--- config.mk ---
export PLATFORM = sky130hd
export DESIGN_NAME = sync_fifo_ctrl
export DESIGN_NICKNAME = d
export VERILOG_FILES = /design/src/rtl/fifo_pkg.sv /design/src/rtl/fifo_mem.sv /design/src/rtl/sync_fifo_ctrl.sv
export SDC_FILE = /design/constraint.sdc
export NUM_CORES = 1
export LEC_CHECK = 0
export CORE_MARGIN = 2
export CORE_UTILIZATION = 47
export DETAILED_ROUTE_END_ITERATION = 7
export GPL_TIMING_DRIVEN = 1
export PLACE_DENSITY = 0.7
export SETUP_SLACK_MARGIN = 0.1
export SYNTH_ARGS = -nofsm -noshare
export SYNTH_HDL_FRONTEND = slang
export SYNTH_SLANG_ARGS = --single-unit
--- constraint.sdc ---
create_clock -name clk -period 2.1 [get_ports clk]
set_input_delay 0.315 -clock clk [delete_from_list [all_inputs] [get_ports clk]]
set_output_delay 0.315 -clock clk [all_outputs]
set_load 0.05 [all_outputs]
--- src/rtl/fifo_pkg.sv ---
// ---------------------------------------------------------------------------
// fifo_pkg
//   Shared definitions for the parametrised synchronous FIFO family.
//   - DEF_WIDTH / DEF_DEPTH : default word width and entry count
//   - clog2_plus1()         : width needed to hold an occupancy of 0..depth
// ---------------------------------------------------------------------------
package fifo_pkg;

   localparam int DEF_WIDTH = 8;
   localparam int DEF_DEPTH = 8;

   // Occupancy runs 0..depth inclusive, so one more code than depth entries.
   function automatic int clog2_plus1(input int depth);
      return $clog2(depth + 1);
   endfunction

endpackage

--- src/rtl/fifo_mem.sv ---
// ---------------------------------------------------------------------------
// fifo_mem
//   WIDTH x DEPTH storage array: one synchronous write port, one
//   asynchronous (combinational) read port. Contents are never reset.
// Ports
//   clk      in   rising-edge clock
//   i_we     in   write strobe
//   i_waddr  in   write address (0..DEPTH-1)
//   i_wdata  in   write data
//   i_raddr  in   read address (0..DEPTH-1)
//   o_rdata  out  read data for i_raddr, same cycle
// ---------------------------------------------------------------------------
module fifo_mem
   import fifo_pkg::*;
#(
   parameter int WIDTH = DEF_WIDTH,
   parameter int DEPTH = DEF_DEPTH,
   parameter int AW    = $clog2(DEPTH)
) (
   input  logic             clk,
   input  logic             i_we,
   input  logic [AW-1:0]    i_waddr,
   input  logic [WIDTH-1:0] i_wdata,
   input  logic [AW-1:0]    i_raddr,
   output logic [WIDTH-1:0] o_rdata
);

   logic [WIDTH-1:0] r_mem [DEPTH];

   always_ff @(posedge clk) begin
      if (i_we) begin
         r_mem[i_waddr] <= i_wdata;
      end
   end

   assign o_rdata = r_mem[i_raddr];

endmodule

--- src/rtl/sync_fifo_ctrl.sv ---
// ---------------------------------------------------------------------------
// sync_fifo_ctrl
//   Parametrised single-clock FIFO with occupancy count, programmable
//   almost-full / almost-empty thresholds, sticky overflow / underflow,
//   synchronous flush and optional first-word-fall-through read mode.
// Ports
//   clk           in   rising-edge clock
//   reset_n       in   asynchronous active-low reset
//   flush         in   synchronous clear of contents and errors
//   write_en      in   write request
//   data_in       in   write data
//   read_en       in   read request (FWFT: pop the visible head)
//   data_out      out  read data (FWFT=0: registered; FWFT=1: head view)
//   full / empty  out  count == DEPTH / count == 0
//   almost_full   out  count >= AF_LEVEL
//   almost_empty  out  count <= AE_LEVEL
//   count         out  occupancy 0..DEPTH
//   overflow      out  sticky: a write was dropped
//   underflow     out  sticky: a read was attempted while empty
// ---------------------------------------------------------------------------
module sync_fifo_ctrl
   import fifo_pkg::*;
#(
   parameter int WIDTH    = DEF_WIDTH,
   parameter int DEPTH    = DEF_DEPTH,
   parameter int AF_LEVEL = 6,
   parameter int AE_LEVEL = 2,
   parameter int FWFT     = 0
) (
   input  logic                          clk,
   input  logic                          reset_n,
   input  logic                          flush,
   input  logic                          write_en,
   input  logic [WIDTH-1:0]              data_in,
   input  logic                          read_en,
   output logic [WIDTH-1:0]              data_out,
   output logic                          full,
   output logic                          empty,
   output logic                          almost_full,
   output logic                          almost_empty,
   output logic [clog2_plus1(DEPTH)-1:0] count,
   output logic                          overflow,
   output logic                          underflow
);

   localparam int            AW      = $clog2(DEPTH);
   localparam int            CW      = clog2_plus1(DEPTH);
   localparam logic [AW-1:0] C_LAST  = AW'(DEPTH - 1);
   localparam logic [CW-1:0] C_DEPTH = CW'(DEPTH);
   localparam logic [CW-1:0] C_AF    = CW'(AF_LEVEL);
   localparam logic [CW-1:0] C_AE    = CW'(AE_LEVEL);

   logic [AW-1:0]    r_wr_ptr;
   logic [AW-1:0]    r_rd_ptr;
   logic [CW-1:0]    r_count;
   logic             r_empty;
   logic             r_full;
   logic             r_af;
   logic             r_ae;
   logic             r_ovf;
   logic             r_unf;

   logic             w_rd_ok;
   logic             w_wr_ok;
   logic [CW-1:0]    w_count_next;
   logic [WIDTH-1:0] w_head;

   // Explicit wrap compare so any DEPTH works, not just powers of two.
   function automatic logic [AW-1:0] ptr_inc(input logic [AW-1:0] p);
      return (p == C_LAST) ? '0 : p + 1'b1;
   endfunction

   // A write on a full FIFO is still accepted when a pop frees a slot
   // on the same edge.
   assign w_rd_ok = read_en & ~r_empty;
   assign w_wr_ok = write_en & (~r_full | w_rd_ok);

   always_comb begin
      w_count_next = r_count;
      if (w_wr_ok && !w_rd_ok) begin
         w_count_next = r_count + 1'b1;
      end else if (!w_wr_ok && w_rd_ok) begin
         w_count_next = r_count - 1'b1;
      end
   end

   fifo_mem #(
      .WIDTH (WIDTH),
      .DEPTH (DEPTH),
      .AW    (AW)
   ) u_mem (
      .clk     (clk),
      .i_we    (w_wr_ok & ~flush),
      .i_waddr (r_wr_ptr),
      .i_wdata (data_in),
      .i_raddr (r_rd_ptr),
      .o_rdata (w_head)
   );

   // Pointers, count, flags and sticky errors. Flags are registered from
   // the next count so they line up with the count output.
   always_ff @(posedge clk or negedge reset_n) begin
      if (!reset_n) begin
         r_wr_ptr <= '0;
         r_rd_ptr <= '0;
         r_count  <= '0;
         r_empty  <= 1'b1;
         r_full   <= 1'b0;
         r_af     <= 1'b0;
         r_ae     <= 1'b1;
         r_ovf    <= 1'b0;
         r_unf    <= 1'b0;
      end else if (flush) begin
         r_wr_ptr <= '0;
         r_rd_ptr <= '0;
         r_count  <= '0;
         r_empty  <= 1'b1;
         r_full   <= 1'b0;
         r_af     <= 1'b0;
         r_ae     <= 1'b1;
         r_ovf    <= 1'b0;
         r_unf    <= 1'b0;
      end else begin
         if (w_wr_ok) begin
            r_wr_ptr <= ptr_inc(r_wr_ptr);
         end
         if (w_rd_ok) begin
            r_rd_ptr <= ptr_inc(r_rd_ptr);
         end
         r_count <= w_count_next;
         r_empty <= (w_count_next == '0);
         r_full  <= (w_count_next == C_DEPTH);
         r_af    <= (w_count_next >= C_AF);
         r_ae    <= (w_count_next <= C_AE);
         if (write_en && !w_wr_ok) begin
            r_ovf <= 1'b1;
         end
         if (read_en && !w_rd_ok) begin
            r_unf <= 1'b1;
         end
      end
   end

   generate
      if (FWFT != 0) begin : g_fwft
         // Head of queue is always on the output; zero while empty.
         assign data_out = r_empty ? '0 : w_head;
      end else begin : g_std
         logic [WIDTH-1:0] r_dout;
         always_ff @(posedge clk or negedge reset_n) begin
            if (!reset_n) begin
               r_dout <= '0;
            end else if (flush) begin
               r_dout <= '0;
            end else if (w_rd_ok) begin
               r_dout <= w_head;
            end
         end
         assign data_out = r_dout;
      end
   endgenerate

   assign count        = r_count;
   assign empty        = r_empty;
   assign full         = r_full;
   assign almost_full  = r_af;
   assign almost_empty = r_ae;
   assign overflow     = r_ovf;
   assign underflow    = r_unf;

endmodule
-- After elaboration in Yosys (flattened, before gate mapping)
Memories as Yosys holds them, arrays and structs flattened.
Cells that the tools add are included.
- bits in registers: 24
- RAM bits: 64
- input port bits: 13
- output and inout port bits: 18
- logic and storage cells: 59
- memories kept: 1
- add/sub/neg operators: 4
- magnitude comparators: 2
- eq/ne operators: 3
- mux-type cells: 21
- bitwise operators: 7
- reduce and logical (&&, ||, !) cells: 11
- memories (memory ; depth ; bits a word ; read ports ; clocked after Yosys merged registers in ; wr ports ; RTL line ; text):
    u_mem.r_mem ; 8 ; 8 ; 1 ; 0 ; 1 ; fifo_mem.sv:28 ; logic [WIDTH-1:0] r_mem [DEPTH];
- operator list (cell ; number):
    2-to-1 mux 3 bit ; 6
    2-to-1 mux 8 bit ; 2
    2-to-1 mux 4 bit ; 3
    2-to-1 mux 1 bit ; 10
    nonzero test 2 bit ; 4
    adder 3 x 1 -> 3 bit (second input constant) ; 2
    equality test 3 bit (second input constant) ; 2
    adder 4 x 1 -> 4 bit (second input constant) ; 1
    equality test 4 bit (second input constant) ; 1
    >= comparator 4 x 3 -> 1 bit (second input constant) ; 1
    <= comparator 4 x 2 -> 1 bit (second input constant) ; 1
    logical AND 1 bit ; 4
    zero test 4 bit ; 1
    subtractor 4 x 1 -> 4 bit (second input constant) ; 1
    bitwise AND 1 bit ; 3
    inverter 1 bit ; 3
    zero test 1 bit ; 2
    OR 1 bit ; 1

-- Logic depth before layout (Yosys ltp)
Gate-level depths: netlist (run 1).
- depth in word-level cells: 10
- gate-level depth with buffers: 7
- gate-level depth less buffers: 7

-- Cells and area by module
Synthesis (run 1) repeated with hierarchy kept, for this count alone.
- cells, all modules: 223
- area, all modules: 3682.3 um^2
- by module, submodules not included (module ; instances ; cells each ; area each (um^2) ; seq. area each (um^2)):
    fifo_mem ; 1 ; 106 ; 2531.2 ; 1921.8
    sync_fifo_ctrl ; 1 ; 117 ; 1151.1 ; 603.1

-- Worst setup path after synthesis (run 1)
No wires, ideal clock.
- kind: reg2reg
- start: reg r_empty (netlist: empty)
- end: mem u_mem.r_mem[1][0] (netlist name) (enable)
- setup time: 0.383 ns
- arrival time: 1.781 ns
- required time: 1.717 ns
- slack: -0.064 ns
- stages on the path, launching flop included: 7
- path buffers: 1
- period minus slack after synthesis: 2.164 ns
- cells stage by stage: dfstp_2 -> nand2b_1 -> buf_6 -> a21o_4 -> nor2_1 -> nand2_1 -> nor3_1
- word-level cells in the longest chain between the ends: 7
- ends and longest elaborated chain (what ; RTL line ; text):
    start: declaration ; sync_fifo_ctrl.sv:56 ; logic r_empty;
    start signal: assignment ; sync_fifo_ctrl.sv:131 ; r_empty <= (w_count_next == '0);
    inverter 1 bit ; sync_fifo_ctrl.sv:75 ; assign w_rd_ok = read_en & ~r_empty;
    bitwise AND 1 bit ; sync_fifo_ctrl.sv:75 ;
    OR 1 bit ; sync_fifo_ctrl.sv:76 ; assign w_wr_ok = write_en & (~r_full | w_rd_ok);
    bitwise AND 1 bit ; sync_fifo_ctrl.sv:76 ;
    bitwise AND 1 bit ; sync_fifo_ctrl.sv:93 ; .i_we (w_wr_ok & ~flush),
    2-to-1 mux 1 bit ; fifo_mem.sv:31 ; if (i_we) begin
    2-to-1 mux 1 bit (not written as such) ; fifo_mem.sv:32 ; r_mem[i_waddr] <= i_wdata;
    end: declaration ; fifo_mem.sv:28 ;
No other way between the ends.

-- Worst setup path after layout (run 1)
- start: reg r_full (netlist: full)
- end: out full
- RTL lines (what ; RTL line ; text):
    start: declaration ; sync_fifo_ctrl.sv:57 ; logic r_full;
    start signal: assignment ; sync_fifo_ctrl.sv:132 ; r_full <= (w_count_next == C_DEPTH);
    end: declaration ; sync_fifo_ctrl.sv:37 ; output logic full,
No word-level cell between the ends.

==> results.cfg, run 1 <==
[routing]
wl_mm = 6.51
routedWlPerCell_um = 17.6
first_iter_violations = 83
avgViaCountPerCell = 5.27
postRouteAntennaNets = 0
firstDrtPassIters = 4
vias = 1951
drc = 0

[sta]
slew_viol_final = 0
fin_ws_ns = 0.169
clock.fmax_ghz = 0.518
period_share_pct = 92.0
period_minus_slack_ns = 1.93
skew_ns = 0.0155
slew_headroom_pct = 65.6
setup_violations = 0
rsz0062_at_grt = no
holdWs_ns = 0.308
tightestPinTransition_ns = 0.514
final-hold-violation-count = 0

[synthesis]
synth_edf_count = 64
async_reset_ff_share_pct = 27.3
ys_ff_latch = 88
synthTopCellsByArea = edfxtp_1 53%, dfrtp_1 15%, mux4_2 9.9%, mux2i_1 3.0%, nor2_1 2.5%
synth_cell_types = 39
avgSynthCellArea_um2 = 17.2
synthTopCellsByCount = 64 x edfxtp_1, 24 x nor2_1, 22 x dfrtp_1, 16 x mux4_2, 11 x mux2i_1
yosysTopAreaCell = edfxtp_1
yosys_most_used_dff = edfxtp_1
synth_top_cell_area_share_pct = 52.9
ys_warn_count = 0
syn_inst = 211
synth_area_um2 = 3630
synthesis.nets = 230
synth_most_common_cell = edfxtp_1
synth-seq-area-share_pct = 69.5

[finish]
design_area_um2 = 4380
n_fill_cell = 599
fin_cells = 370
multi_input_area_um2 = 1020
num_antenna_cells = 0
final-seq-area_um2 = 2520
fin_nets = 282
drive_gt1_share_pct = 23.1
area_delta_synth_final_pct = 20.6

[placed_design]
dp_cells = 354
pre_cts_ws_ns = -0.0410
dp_hpwl_mm = 4.50
placed_cell_area_um2 = 4160
gp_congestion = 0.766
numPortBuffers = 30

[setup_path]
crit_type = reg2out
crit_buf_inv = 1
cp_data_required_time_ns = 1.78
cp_cell_sequence = clkdlybuf4s50_1
crit_fanout = 5
crit_arrival_ns = 1.62
reg2reg_to = u_mem.r_mem[4][2]
endpoint_kind = output pin
crit_slowest_cell = clkdlybuf4s50_1
startpoint_type = flop
max_stage_delay_ns = 0.83
r2r-start = empty
cpLargestDelayFamily = buffers and inverters
cp-startpoint = full
worst-r2r-cell-count = 5
rrSetupSlack_ns = 0.35

[global_routing]
gr-total-overflow = 0
grt_first_pass_wirelength_mm = 10.6
grt_max_degree = 25
antenna_found_initial = 0
grt_pass1_vias = 1947
groute.usage.overall_pct = 16.9

[clock_network]
cts_made_buffers = 9
cts_tree = done
clockBufferDepth = 2
cts_root_buffer = clkbuf_8
htree_num_levels = 3
worstSkewPairLatency_ns = 0.36
path_clk_slew_ns = 0.08
cts_sinks = 88
ctsHoldBuffers = 0

[die]
die_h_um = 91.9
boundaryPins = 31
die_area_um2 = 8440
fp.coreArea_um2 = 7610
initial_core_util_pct = 47.7
die_w_um = 91.9
num_rows = 32

[flow_run]
maxCapViolCount = 0

[worst_hold_path]
hp-class = in2async

[pwr]
p_per_area_nw_per_um2 = 934
leakage_nw = 1.55
peakVddDrop_mv = 0.439
total_power_mw = 4.09

[status]
status = finished clean
## final cells by class
class,count,share of cell area (%)
Inverter,3,0.257
Clock inverter,6,2.11
Multi-Input combinational cell,110,23.4
Clock buffer,10,2.91
Tap cell,102,2.91
Sequential cell,88,57.6
Timing Repair Buffer,51,10.8
## routing by layer
| metal | wire, um | vias to the layer above | global-route usage [%] |
|---|---|---|---|
| li1 | - | 919 | - |
| met1 | 3140 | 985 | 24.5 |
| met2 | 3070 | 38 | 25.2 |
| met3 | 196 | 9 | 3.94 |
| met4 | 106 | 0 | 5.97 |
| met5 | 0 | - | 0 |
## repair_timing
item | CTS | global route
endpoints found under the setup margin | 1 | 1
resized for setup | 1 | 1
buffers inserted | 0 | 0
## worst max-delay path by stage
stage | end | slack [ns] | depth (start not counted)
2_1_floorplan | u_mem.r_mem[2][0] | 0.003 | 5
5_1_grt | count[1] | 0.11 | 1
6_report | full | 0.17 | 1
3_5_place_dp | u_mem.r_mem[4][6] | -0.04 | 6
3_3_place_gp | u_mem.r_mem[0][3] | -0.02 | 6
4_1_cts | almost_empty | 0.10 | 1
## placed cells by master (no fill, tap or decap), types with 5 or more instances in the layout
master and n:
a21oi_1 5, a211oi_1 8, nor3_1 5, buf_4 20
ha_1 6, mux2i_1 11, clkdlybuf4s50_1 28, nor2_1 24
dfrtp_1 22, clkbuf_8 9, mux4_2 16, nand2_1 5
edfxtp_1 64
## flip-flops by register name, summed over array words and instances (netlist names), 3 cells and up
register,flops
count,4
data_out,8
r_rd_ptr,3
r_wr_ptr,3
u_mem.r_mem,64
## power breakdown
group          total [mW]  leakage (nW)  switching [mW]  internal, mW
sequential           2.01         0.897          0.0530          1.96
combinational       0.800         0.553           0.469         0.331
clock                1.28         0.103           0.607         0.676
## per-stage QoR
| step | utilization [%] | setup TNS, ns |
|---|---|---|
| after CTS | 57.5 | 0 |
| after detailed placement | 54.7 | -0.542 |
| after global placement | 54.7 | -0.233 |
| after floorplan | - | 0 |
| final | 57.6 | 0 |
| after global routing | 57.6 | 0 |
## cell families after synthesis
group | after synthesis | share of synthesized area [%]
flops | 88 | 69.5
simple gates | 52 | 7.48
mux | 27 | 13.0
compound gates | 22 | 4.65
buf+inv | 13 | 2.38
fa+ha+maj | 6 | 2.07
xor+xnor | 3 | 0.931
No activity file was read; power rests on OpenSTA's default activity.
==> inputs of run 2 (changes only) <==
- ABC_AREA: default -> 1
- CORE_UTILIZATION: 47 -> 35
- PLACE_DENSITY: 0.7 -> default
==> run 2 against run 1 <==
Net effect: critical path depth did not move; global-route usage fell by 0.61 points; sequential power barely moved; hold slack got worse by 0.016 ns; power fell by 2.3%; clock power fell by 16%; synthesized area rose by 1.6%; critical endpoint is now data_out[4]; die area rose by 35%; sequential share of layout area fell by 0.42 points; final area rose by 0.74%; wire length rose by 31%; largest cell class unchanged.
==> results.cfg, run 2 <==
[synthesis]
synthTopCellsByArea = edfxtp_1 52%, dfrtp_1 15%, nor2_1 6.8%, nand2_1 4.7%, o21ai_0 4.5%
syn_inst = 327
synth-seq-area-share_pct = 68.5
synthTopCellsByCount = 67 x nor2_1, 64 x edfxtp_1, 46 x nand2_1, 33 x o21ai_0, 22 x dfrtp_1
synth_most_common_cell = nor2_1
async_reset_ff_share_pct = 27.3
synth_top_cell_area_share_pct = 52.1
synth_edf_count = 64
yosys_most_used_dff = edfxtp_1
ys_ff_latch = 88
synthesis.nets = 346
ys_warn_count = 0
synth_cell_types = 30
yosysTopAreaCell = edfxtp_1
avgSynthCellArea_um2 = 11.3
synth_area_um2 = 3690

[clock_network]
cts_root_buffer = clkbuf_8
cts_tree = done
worstSkewPairLatency_ns = 0.37
cts_sinks = 88
htree_num_levels = 3
path_clk_slew_ns = 0.09
clockBufferDepth = 2
cts_made_buffers = 9
ctsHoldBuffers = 0

[sta]
skew_ns = 0.0103
rsz0062_at_grt = no
slew_viol_final = 0
period_share_pct = 93.4
period_minus_slack_ns = 1.96
final-hold-violation-count = 0
final.setup.tns_ns = 0
slew_headroom_pct = 63.9
setup_violations = 0
clock.fmax_ghz = 0.510
tightestPinTransition_ns = 0.539

[global_routing]
antenna_found_initial = 0
grt_first_pass_wirelength_mm = 13.6
grt_pass1_vias = 2574
grt_max_degree = 35
groute.usage.overall_pct = 16.3
gr-total-overflow = 0

[pwr]
leakage_nw = 1.73
peakVddDrop_mv = 0.397
p_per_area_nw_per_um2 = 906
total_power_mw = 4.00

[setup_path]
startpoint_type = flop
crit_fanout = 2
crit_type = reg2out
crit_arrival_ns = 1.65
cp_data_required_time_ns = 1.78
endpoint_kind = output pin
max_stage_delay_ns = 0.84
cp-startpoint = data_out[4]
rrSetupSlack_ns = 0.47
cp_cell_sequence = clkdlybuf4s50_1
crit_buf_inv = 1
r2r-start = full
crit_slowest_cell = clkdlybuf4s50_1
cpLargestDelayFamily = buffers and inverters

[finish]
layout.cells.most_common_list = 67 x nor2_1, 64 x edfxtp_1, 46 x nand2_1
largest_reg_flops = 64
final_common_cell = nor2_1
area_delta_synth_final_pct = 19.6
drive_gt1_share_pct = 12.6
n_fill_cell = 985
num_antenna_cells = 0
top_register = u_mem.r_mem
fin_nets = 394

[routing]
routedWlPerCell_um = 16.5
vias = 2510
first_iter_violations = 168
wl_mm = 8.53
firstDrtPassIters = 4
avgViaCountPerCell = 4.86
postRouteAntennaNets = 0
drc = 0

[die]
boundaryPins = 31
fp.coreArea_um2 = 10300
die_h_um = 107
initial_core_util_pct = 35.9
die_area_um2 = 11400
die_w_um = 107
num_rows = 37

[flow_run]
maxCapViolCount = 0

[placed_design]
dp_hpwl_mm = 5.97
gp_congestion = 0.811
numPortBuffers = 30

[worst_hold_path]
hp-class = in2async

[status]
status = finished clean
## run 2: cell count changes after synthesis, sizes merged, moves of 16 or more
cell	before	now
inv	3	21
o21ai	3	41
o211ai	0	16
nand2	5	49
nor2	24	71
mux4	16	0
## run 2: cell families (layout without fill, tap and decap cells)
kind of cell	after synthesis	in the layout	share of synthesized area (%)
simple gates	138	138	15.8
flops	88	88	68.5
compound gates	60	60	9.43
buf+inv	34	87	4.07
fa+ha+maj	6	6	2.04
xor+xnor	1	1	0.237
## run 2: cell type report
type,instances,area [um^2],share of cell area [%]
Clock buffer,9,124,2.81
Clock inverter,7,53.8,1.22
Inverter,22,82.6,1.87
Multi-Input combinational cell,205,1010,23.0
Sequential cell,88,2520,57.2
Tap cell,136,170,3.86
Timing Repair Buffer,49,444,10.1
## run 2: report_power, final
group          internal [mW]  switching, mW  leakage [nW]  total (mW)
Combinational          0.279          0.618         0.754       0.897
Sequential              1.96         0.0637         0.897        2.02
Clock                  0.438          0.638        0.0839        1.08
## run 2: per-stage QoR
step	hold WS, ns	setup WS [ns]	instances	util [%]	instance area, um^2
after CTS	0.300	0.117	516	42.9	4410
after detailed placement	0.474	0.0930	500	41.2	4230
final	0.292	0.139	516	42.9	4410
after global routing	0.312	0.131	516	42.9	4410
after floorplan	0.0194	0.233	327	-	3690
after global placement	0.469	0.101	500	41.2	4230
## run 2: final timing paths
path,end,depth (start not counted)
setup / recovery,data_out[4],1
hold / removal,r_wr_ptr[0],2
min in group clk,data_out[0],2
max in group asynchronous,empty,2
hold reg to reg,data_out[0],2
setup reg to reg,u_mem.r_mem[4][3],6
## run 2: timing repair
item | CTS | global route
buffers inserted | 0 | 0
endpoints found under the setup margin | 3 | 2
resized for setup | 3 | 2
## run 2: layer usage
layer	up-vias	global-route usage, %	share of wire, %	wire length [um]
met4	0	5.94	1.5	127
met2	59	25.9	49	4220
met1	1220	21.8	43	3630
met5	-	0	0	0
li1	1220	-	-	-
met3	11	3.83	6.5	550
==> inputs of run 3 (changes only) <==
- CORE_MARGIN: 2 -> 1
==> run 3 against run 2 <==
Net effect: fmax rose by 1.7%; sequential share of layout area is 0.15 points lower; combinational power about the same; non-clock buffer count down 1; first-iteration DRC count up 42%; wire length shrank 0.74%; register-to-register slack got worse by 0.04 ns; via count did not move; final area grew 0.26%; hold slack improved by 0.0097 ns; setup slack improved by 0.033 ns; highest routed layer unchanged.
==> results.cfg, run 3 (same netlist as run 2, synthesis figures left out) <==
[clock_network]
worstSkewPairLatency_ns = 0.36
htree_num_levels = 3
cts_root_buffer = clkbuf_8
path_clk_slew_ns = 0.09
cts_sinks = 88
clockBufferDepth = 2
cts_tree = done
cts_made_buffers = 9

[routing]
first_iter_violations = 239
drc = 0
vias = 2510
firstDrtPassIters = 4
avgViaCountPerCell = 4.87
routedWlPerCell_um = 16.4
postRouteAntennaNets = 0
wl_mm = 8.46

[finish]
area_delta_synth_final_pct = 19.9
fin_nets = 393
num_antenna_cells = 0
layout.cells.most_common_list = 67 x nor2_1, 64 x edfxtp_1, 46 x nand2_1
fin_cells = 515
top_register = u_mem.r_mem
utilization_pct = 43.0
design_area_um2 = 4420
final-seq-area_um2 = 2520
final_common_cell = nor2_1
drive_gt1_share_pct = 12.1
multi_input_area_um2 = 1010
largest_reg_flops = 64
n_fill_cell = 977

[setup_path]
cp_data_required_time_ns = 1.78
crit_type = reg2out
startpoint_type = flop
crit_arrival_ns = 1.61
cp_cell_sequence = clkdlybuf4s50_1
crit_buf_inv = 1
crit_slowest_cell = clkdlybuf4s50_1
cpLargestDelayFamily = buffers and inverters
crit_fanout = 5
endpoint_kind = output pin
max_stage_delay_ns = 0.83

[sta]
slew_viol_final = 0
slew_headroom_pct = 65.2
final.setup.tns_ns = 0
clock.fmax_ghz = 0.519
skew_ns = 0.0142
period_minus_slack_ns = 1.93
final-hold-violation-count = 0
tightestPinTransition_ns = 0.521
period_share_pct = 91.8
rsz0062_at_grt = no
setup_violations = 0

[flow_run]
maxCapViolCount = 0

[global_routing]
groute.usage.overall_pct = 16.6
grt_first_pass_wirelength_mm = 13.6
gr-total-overflow = 0
grt_pass1_vias = 2525
antenna_found_initial = 0
grt_max_degree = 35

[placed_design]
dp_hpwl_mm = 5.81
placed_cell_area_um2 = 4230
dp_cells = 499
numPortBuffers = 30
gp_congestion = 0.821

[die]
die_area_um2 = 11000
die_w_um = 105
die_h_um = 105
fp.coreArea_um2 = 10300
initial_core_util_pct = 35.9
num_rows = 37
boundaryPins = 31

[status]
status = finished clean

[pwr]
leakage_nw = 1.74
peakVddDrop_mv = 0.400
p_per_area_nw_per_um2 = 924

[worst_hold_path]
hp-class = in2async
run 3: cell types whose count changed in the layout (fill, tap and decap cells not counted), sizes merged:
cell	change
bufinv	+1
inv	-1
dlygate4sd2	-1
clkdlybuf4s50	+1
clkinv	+1
clkinvlp	-1
buf	-1
run 3: final timing paths:
kind	startpoint	endpoint	slack, ns	cells past startpoint
worst min-delay path	reset_n	data_out[6]	0.30	2
worst min register to register	data_out[5]	data_out[5]	0.49	2
worst max register to register	full	u_mem.r_mem[0][4]	0.43	6
worst max-delay path	count[1]	count[1]	0.17	1
max in group asynchronous	reset_n	empty	1.49	2
min in group clk	data_out[5]	data_out[5]	0.49	2
run 3: what timing repair did:
| item | in CTS | in global routing |
|---|---|---|
| endpoints found under the setup margin | 2 | 2 |
| buffers inserted | 0 | 0 |
| pin swaps | 0 | 0 |
| hold buffers | 0 | 0 |
| gates resized for setup | 2 | 2 |
run 3: final cells by class:
type / instances / share of cell area (%)
clock buffer: 9 / 2.80
clock inverter: 7 / 1.61
inverter: 22 / 1.87
multi-input combinational: 205 / 22.9
sequential: 88 / 57.1
tap: 136 / 3.85
timing repair buffer: 48 / 9.90
run 3: where the power goes:
group	internal [mW]	switching (mW)
Combinational	0.279	0.621
Clock	0.550	0.619
Sequential	1.96	0.0597
Total	2.79	1.30
run 3: metrics by stage:
step / setup slack, ns / total power, mW / hold slack, ns
finish: 0.172 / 4.09 / 0.301
global route: 0.125 / 4.26 / 0.323
CTS: 0.106 / 4.12 / 0.310
detailed placement: 0.0666 / 2.97 / 0.471
global placement: 0.0649 / 2.98 / 0.472
floorplan: 0.233 / 2.65 / 0.0194
run 3: routing by layer:
layer / vias up / GRT usage (%) / share of wire, %
met2: 65 / 24.7 / 45
met3: 18 / 2.56 / 4.5
met1: 1207 / 23.5 / 48
met4: 0 / 8.45 / 2.5
li1: 1220 / - / -
met5: - / 0 / 0
==> edit 1: new RTL, flow settings as in run 1 <==
Put one more register stage on the output `count`, with the module's reset. The value now appears one clock later. The other outputs are not delayed to match. Comments in the files are not updated.
--- a/src/rtl/sync_fifo_ctrl.sv
+++ b/src/rtl/sync_fifo_ctrl.sv
@@ -160,7 +160,13 @@
       end
    endgenerate
 
-   assign count        = r_count;
+   always_ff @(posedge clk or negedge reset_n) begin
+      if (!reset_n) begin
+         count <= '0;
+      end else begin
+         count <= r_count;
+      end
+   end
    assign empty        = r_empty;
    assign full         = r_full;
    assign almost_full  = r_af;
Formal check against the unedited RTL: not equivalent (Yosys sat finds a counterexample within 4 cycles, from zero or initial values and one cycle with reset_n low).
==> edit 1 against run 1 <==
Final area is 1.5% higher. Synthesized area rose by 3.1%. Sequential cell count up 4. Total power rose by 10%. Highest routed layer unchanged. Clock skew shrank 0.0046 ns. Sequential power up 8%. Maximum frequency increased by 1.4%. Worst setup slack improved by 0.026 ns. Routed wire length shrank 1.2%.
==> edit 1: results <==
group,metric,value,unit
cts,clock-root-buffer,"clkbuf_8",
cts,path_clk_slew,0.09,ns
synthesis,netlist-cell-type-count,38,
drt,drt_iter0_markers,98,
finish,largest_reg_flops,64,
synthesis,synth_nets,238,
synthesis,synth_edf_count,64,
finish,diodes,0,
timing,worst_pin_slew,0.499,ns
run_status,status,"completed",
cts,cts_made_buffers,9,
global_route,grt_max_degree,29,
pwr,vdd_drop_max,0.403,mV
drt,dr.pass1.iters,4,
drt,wl_met3,286,um
critical_path,crit_path_max_fanout,4,
finish,final_nets,286,
pwr,internal_power,3.06,mW
synthesis,yosys-top-cells-area,"edfxtp_1 (51%), dfrtp_1 (17%), mux4_2 (9.6%), mux2i_1 (2.9%), nor2_1 (2.5%)",
global_route,first_global_vias,1981,
finish,fin_cells,374,
pwr,leakage,1.61,nW
cts,htree_num_levels,3,
cts,cts_max_path_buffers,2,
critical_path,rrSetupSlack,0.30,ns
drt,wl_per_cell,17.2,um
timing,skew,0.0109,ns
place,gp_congestion,0.733,
global_route,grt_use_total,0.164,
synthesis,ys_seq_area_frac,0.701,
place,dpl_worst_slack,0.0738,ns
critical_path,critPathLaunch,"full",
drt,dr_wl_met2,2870,um
critical_path,cp.arrival,1.59,ns
synthesis,syn_inst,219,
synthesis,yosysWarnings,0,
finish,drive_above_1_share,0.228,
drt,wl_met1,3190,um
global_route,grt_pass1_wl,10500,um
drt,avgViaCountPerCell,5.21,
place,place_inst,358,
finish,top_register,"u_mem.r_mem",
place,dp_hpwl,4400,um
cts,clk_latency,0.36,ns
critical_path,slowest_stage,"clkdlybuf4s50_1",
place,io_buffers,30,
timing,period_needed,1.91,ns
synthesis,async_reset_ff_frac,0.304,
synthesis,ys_top_cells_by_count,"edfxtp_1 (64), dfrtp_1 (26), nor2_1 (25)",
[edit 1: changes by cell type after synthesis, moves of 2 or more]
cell     delta
dfrtp_1     +4
inv_1       +3
a31oi_1     +2
nand2_1     +2
nor3_2      -2
o21ai_0     -2
[edit 1: worst register-to-register path: cells and delay by family (launching register included)]
kind | cells | cell delay [ns]
and+or+nand+nor | 4 | 0.48
DFF | 1 | 0.57
buffers and inverters | 2 | 0.34
AOI/OAI and AO/OA | 1 | 0.16
[edit 1: logic make-up (layout without fill, tap and decap cells)]
family,count (synthesis),count (layout),share of synthesized area
xor+xnor,3,3,0.00702
mux,28,28,0.132
compound gates,23,23,0.0448
flops,92,92,0.701
buf+inv,16,69,0.0244
fa+ha+maj,6,6,0.0201
simple gates,51,51,0.0709
[edit 1: layer usage]
| metal | track usage | vias to the layer above |
|---|---|---|
| met5 | 0 | - |
| met4 | 0.0588 | 0 |
| met3 | 0.0443 | 7 |
| met2 | 0.234 | 38 |
| met1 | 0.243 | 975 |
| li1 | - | 930 |
[edit 1: power groups by stage]
stage          logic, mW  clock network, mW  registers (mW)
2_1_floorplan      0.587                  0            2.51
3_3_place_gp        1.21                  0            2.22
3_5_place_dp        1.22                  0            2.22
4_1_cts             1.21               1.16            2.18
5_1_grt             1.29               1.24            2.20
6_report            1.20               1.12            2.18
[edit 1: timing repair]
item                                    in CTS  in global routing
gates resized for setup                      2                  0
endpoints found under the hold margin        0                  0
endpoints found under the setup margin       2                  0
[edit 1: worst paths after layout]
kind                                endpoint  depth (start not counted)
max                                     full                          1
min                              data_out[3]                          2
max reg2reg                u_mem.r_mem[7][5]                          7
min reg2reg                         count[3]                          0
max in group asynchronous              empty                          2
min in group clk                    count[3]                          0
[edit 1: cell type report]
type / instances / area [um2]
inverter: 6 / 22.5
fill: 606 / 3280
sequential: 92 / 2630
clock buffer: 10 / 138
multi-input combinational: 111 / 1040
tap: 102 / 128
timing repair buffer: 47 / 438
clock inverter: 6 / 58.8
[edit 1: metrics by stage]
stage	instance area, um2	hold slack, ns	util
2_1_floorplan	3750	0.0194	-
3_3_place_gp	4250	0.383	0.550
3_5_place_dp	4250	0.380	0.550
4_1_cts	4450	0.344	0.575
5_1_grt	4450	0.370	0.575
6_report	4450	0.340	0.575
==> edit 2: new RTL, config.mk and constraints of run 1 <==
Made on the original files. The package constant `DEF_DEPTH` goes from 8 to 16.
--- a/src/rtl/fifo_pkg.sv
+++ b/src/rtl/fifo_pkg.sv
@@ -7,7 +7,7 @@
 package fifo_pkg;
 
    localparam int DEF_WIDTH = 8;
-   localparam int DEF_DEPTH = 8;
+   localparam int DEF_DEPTH = 16;
 
    // Occupancy runs 0..depth inclusive, so one more code than depth entries.
    function automatic int clog2_plus1(input int depth);
Interface: changed (resized count); port bits go from 31 to 32. The function was not compared with the original's and may differ.
==> edit 2 against run 1 <==
Routed wire length up 100%. Worst setup slack worse by 0.052 ns. Cell count up 68%. Sequential power up 77%. Sequential cell count up 67. Non-clock buffer count up 24. Worst hold slack worse by 0.028 ns. Clock power up 130%. Synthesized area up 74%. Synthesized cell count up 69%. Total power up 93%. Final area up 83%. Largest power group unchanged.
==> edit 2: results <==
group,metric,value,unit
finish,diodes,0,
critical_path,max_stage_delay,0.62,ns
global_route,grt_max_degree,39,
pwr,leakage,2.77,nW
synthesis,ys_top_cells_by_count,"edfxtp_1 (128), nor2_1 (36), mux4_2 (30)",
run_status,status,"completed",
drt,avgViaCountPerCell,5.52,
place,gp_congestion,0.802,
global_route,grt_pass1_wl,20700,um
global_route,grt_remaining_overflow,0,
cts,htree_num_levels,4,
global_route,grt_use_total,0.202,
drt,dr.pass1.iters,5,
critical_path,cp.arrival,2.28,ns
critical_path,crit_path_max_fanout,6,
place,io_buffers,31,
timing,skew,0.0102,ns
critical_path,rrSetupSlack,0.12,ns
synthesis,yosysWarnings,0,
global_route,antenna_found_initial,0,
timing,slew-limit-headroom,0.544,
finish,final_nets,452,
synthesis,synth_edf_count,128,
drt,drt_iter0_markers,331,
cts,clk_latency,0.43,ns
min_path,hold_class,"input pin to asynchronous set/reset pin",
cts,cts_made_buffers,17,
synthesis,ys_seq_area_frac,0.718,
finish,drive_above_1_share,0.330,
cts,clock-root-buffer,"clkbuf_16",
synthesis,synth_nets,376,
drt,wl_per_cell,21.2,um
pwr,vdd_drop_max,0.543,mV
global_route,first_global_vias,3577,
critical_path,slowest_stage,"dfstp_4",
cts,cts_max_path_buffers,2,
finish,largest_reg_flops,128,
place,dp_hpwl,8570,um
synthesis,yosys-top-cells-area,"edfxtp_1 (61%), mux4_2 (11%), dfrtp_1 (9.9%), nor2_1 (2.1%), mux2i_1 (2.1%)",
synthesis,netlist-cell-type-count,40,
synthesis,async_reset_ff_frac,0.174,
finish,top_register,"u_mem.r_mem",
cts,path_clk_slew,0.06,ns
edit 2: cell count changes after synthesis, sizes merged, moves of 3 or more:
cell	delta
mux2	+10
edfxtp	+64
nor2	+12
dfrtp	+3
clkbuf	+6
a21oi	+4
mux4	+14
nand2	+8
a211oi	-8
a221o	+8
nor2b	+7
edit 2: final timing paths:
| check | from | end | cells after the start |
|---|---|---|---|
| setup / recovery | empty | almost_full | 6 |
| hold / removal | reset_n | almost_full | 2 |
| setup reg to reg | empty | almost_full | 6 |
| hold reg to reg | overflow | overflow | 2 |
| max in group asynchronous | reset_n | almost_empty | 2 |
| min in group clk | overflow | overflow | 2 |
edit 2: area by class of cell:
cell class,instances,area [um2]
fill,943,5170
clock inverter,9,90.1
inverter,4,15.0
multi-input combinational,179,1840
clock buffer,23,468
timing repair buffer,75,858
sequential,155,4530
tap,176,220
edit 2: stage by stage:
step / worst slack [ns] / hold slack (ns) / cell area [um2] / instances
global route: 0.0701 / 0.313 / 8020 / 621
detailed placement: -0.110 / 0.502 / 7430 / 588
global placement: -0.114 / 0.485 / 7430 / 588
finish: 0.117 / 0.280 / 8020 / 621
CTS: 0.102 / 0.282 / 7990 / 620
floorplan: 0.0219 / 0.0194 / 6460 / 356
edit 2: what timing repair did:
item | CTS | global route
setup buffers | 0 | 1
endpoints found under the setup margin | 4 | 6
endpoints found under the hold margin | 0 | 0
resized for setup | 4 | 6
pin swaps | 0 | 1
edit 2: per-layer routing:
metal	up-vias	global-route usage	wire, um
met5	-	0	0
met4	0	0.0897	241
met3	22	0.0475	607
met2	92	0.307	6430
met1	1762	0.280	5860
li1	1553	-	-
edit 2: critical path: cells and delay by family (launching register included):
| family | cells | cell delay, ns |
|---|---|---|
| flip-flops | 1 | 0.62 |
| buffers and inverters | 1 | 0.11 |
| AND/OR/NAND/NOR | 3 | 0.59 |
| multiplexers | 1 | 0.33 |
| AO/OA/AOI/OAI | 1 | 0.20 |
edit 2: kinds of logic (layout without fill, tap and decap cells):
| group | count (synthesis) | count (layout) | share of synthesized area |
|---|---|---|---|
| buf+inv | 22 | 111 | 0.0167 |
| simple gates | 84 | 84 | 0.0633 |
| mux | 53 | 53 | 0.146 |
| xor+xnor | 5 | 5 | 0.00695 |
| compound gates | 30 | 30 | 0.0351 |
| fa+ha+maj | 7 | 7 | 0.0139 |
| flops | 155 | 155 | 0.718 |
edit 2: where the power goes:
| group | switching, mW | internal, mW |
|---|---|---|
| clock network | 1.18 | 1.70 |
| registers | 0.0852 | 3.46 |
| logic | 0.835 | 0.650 |
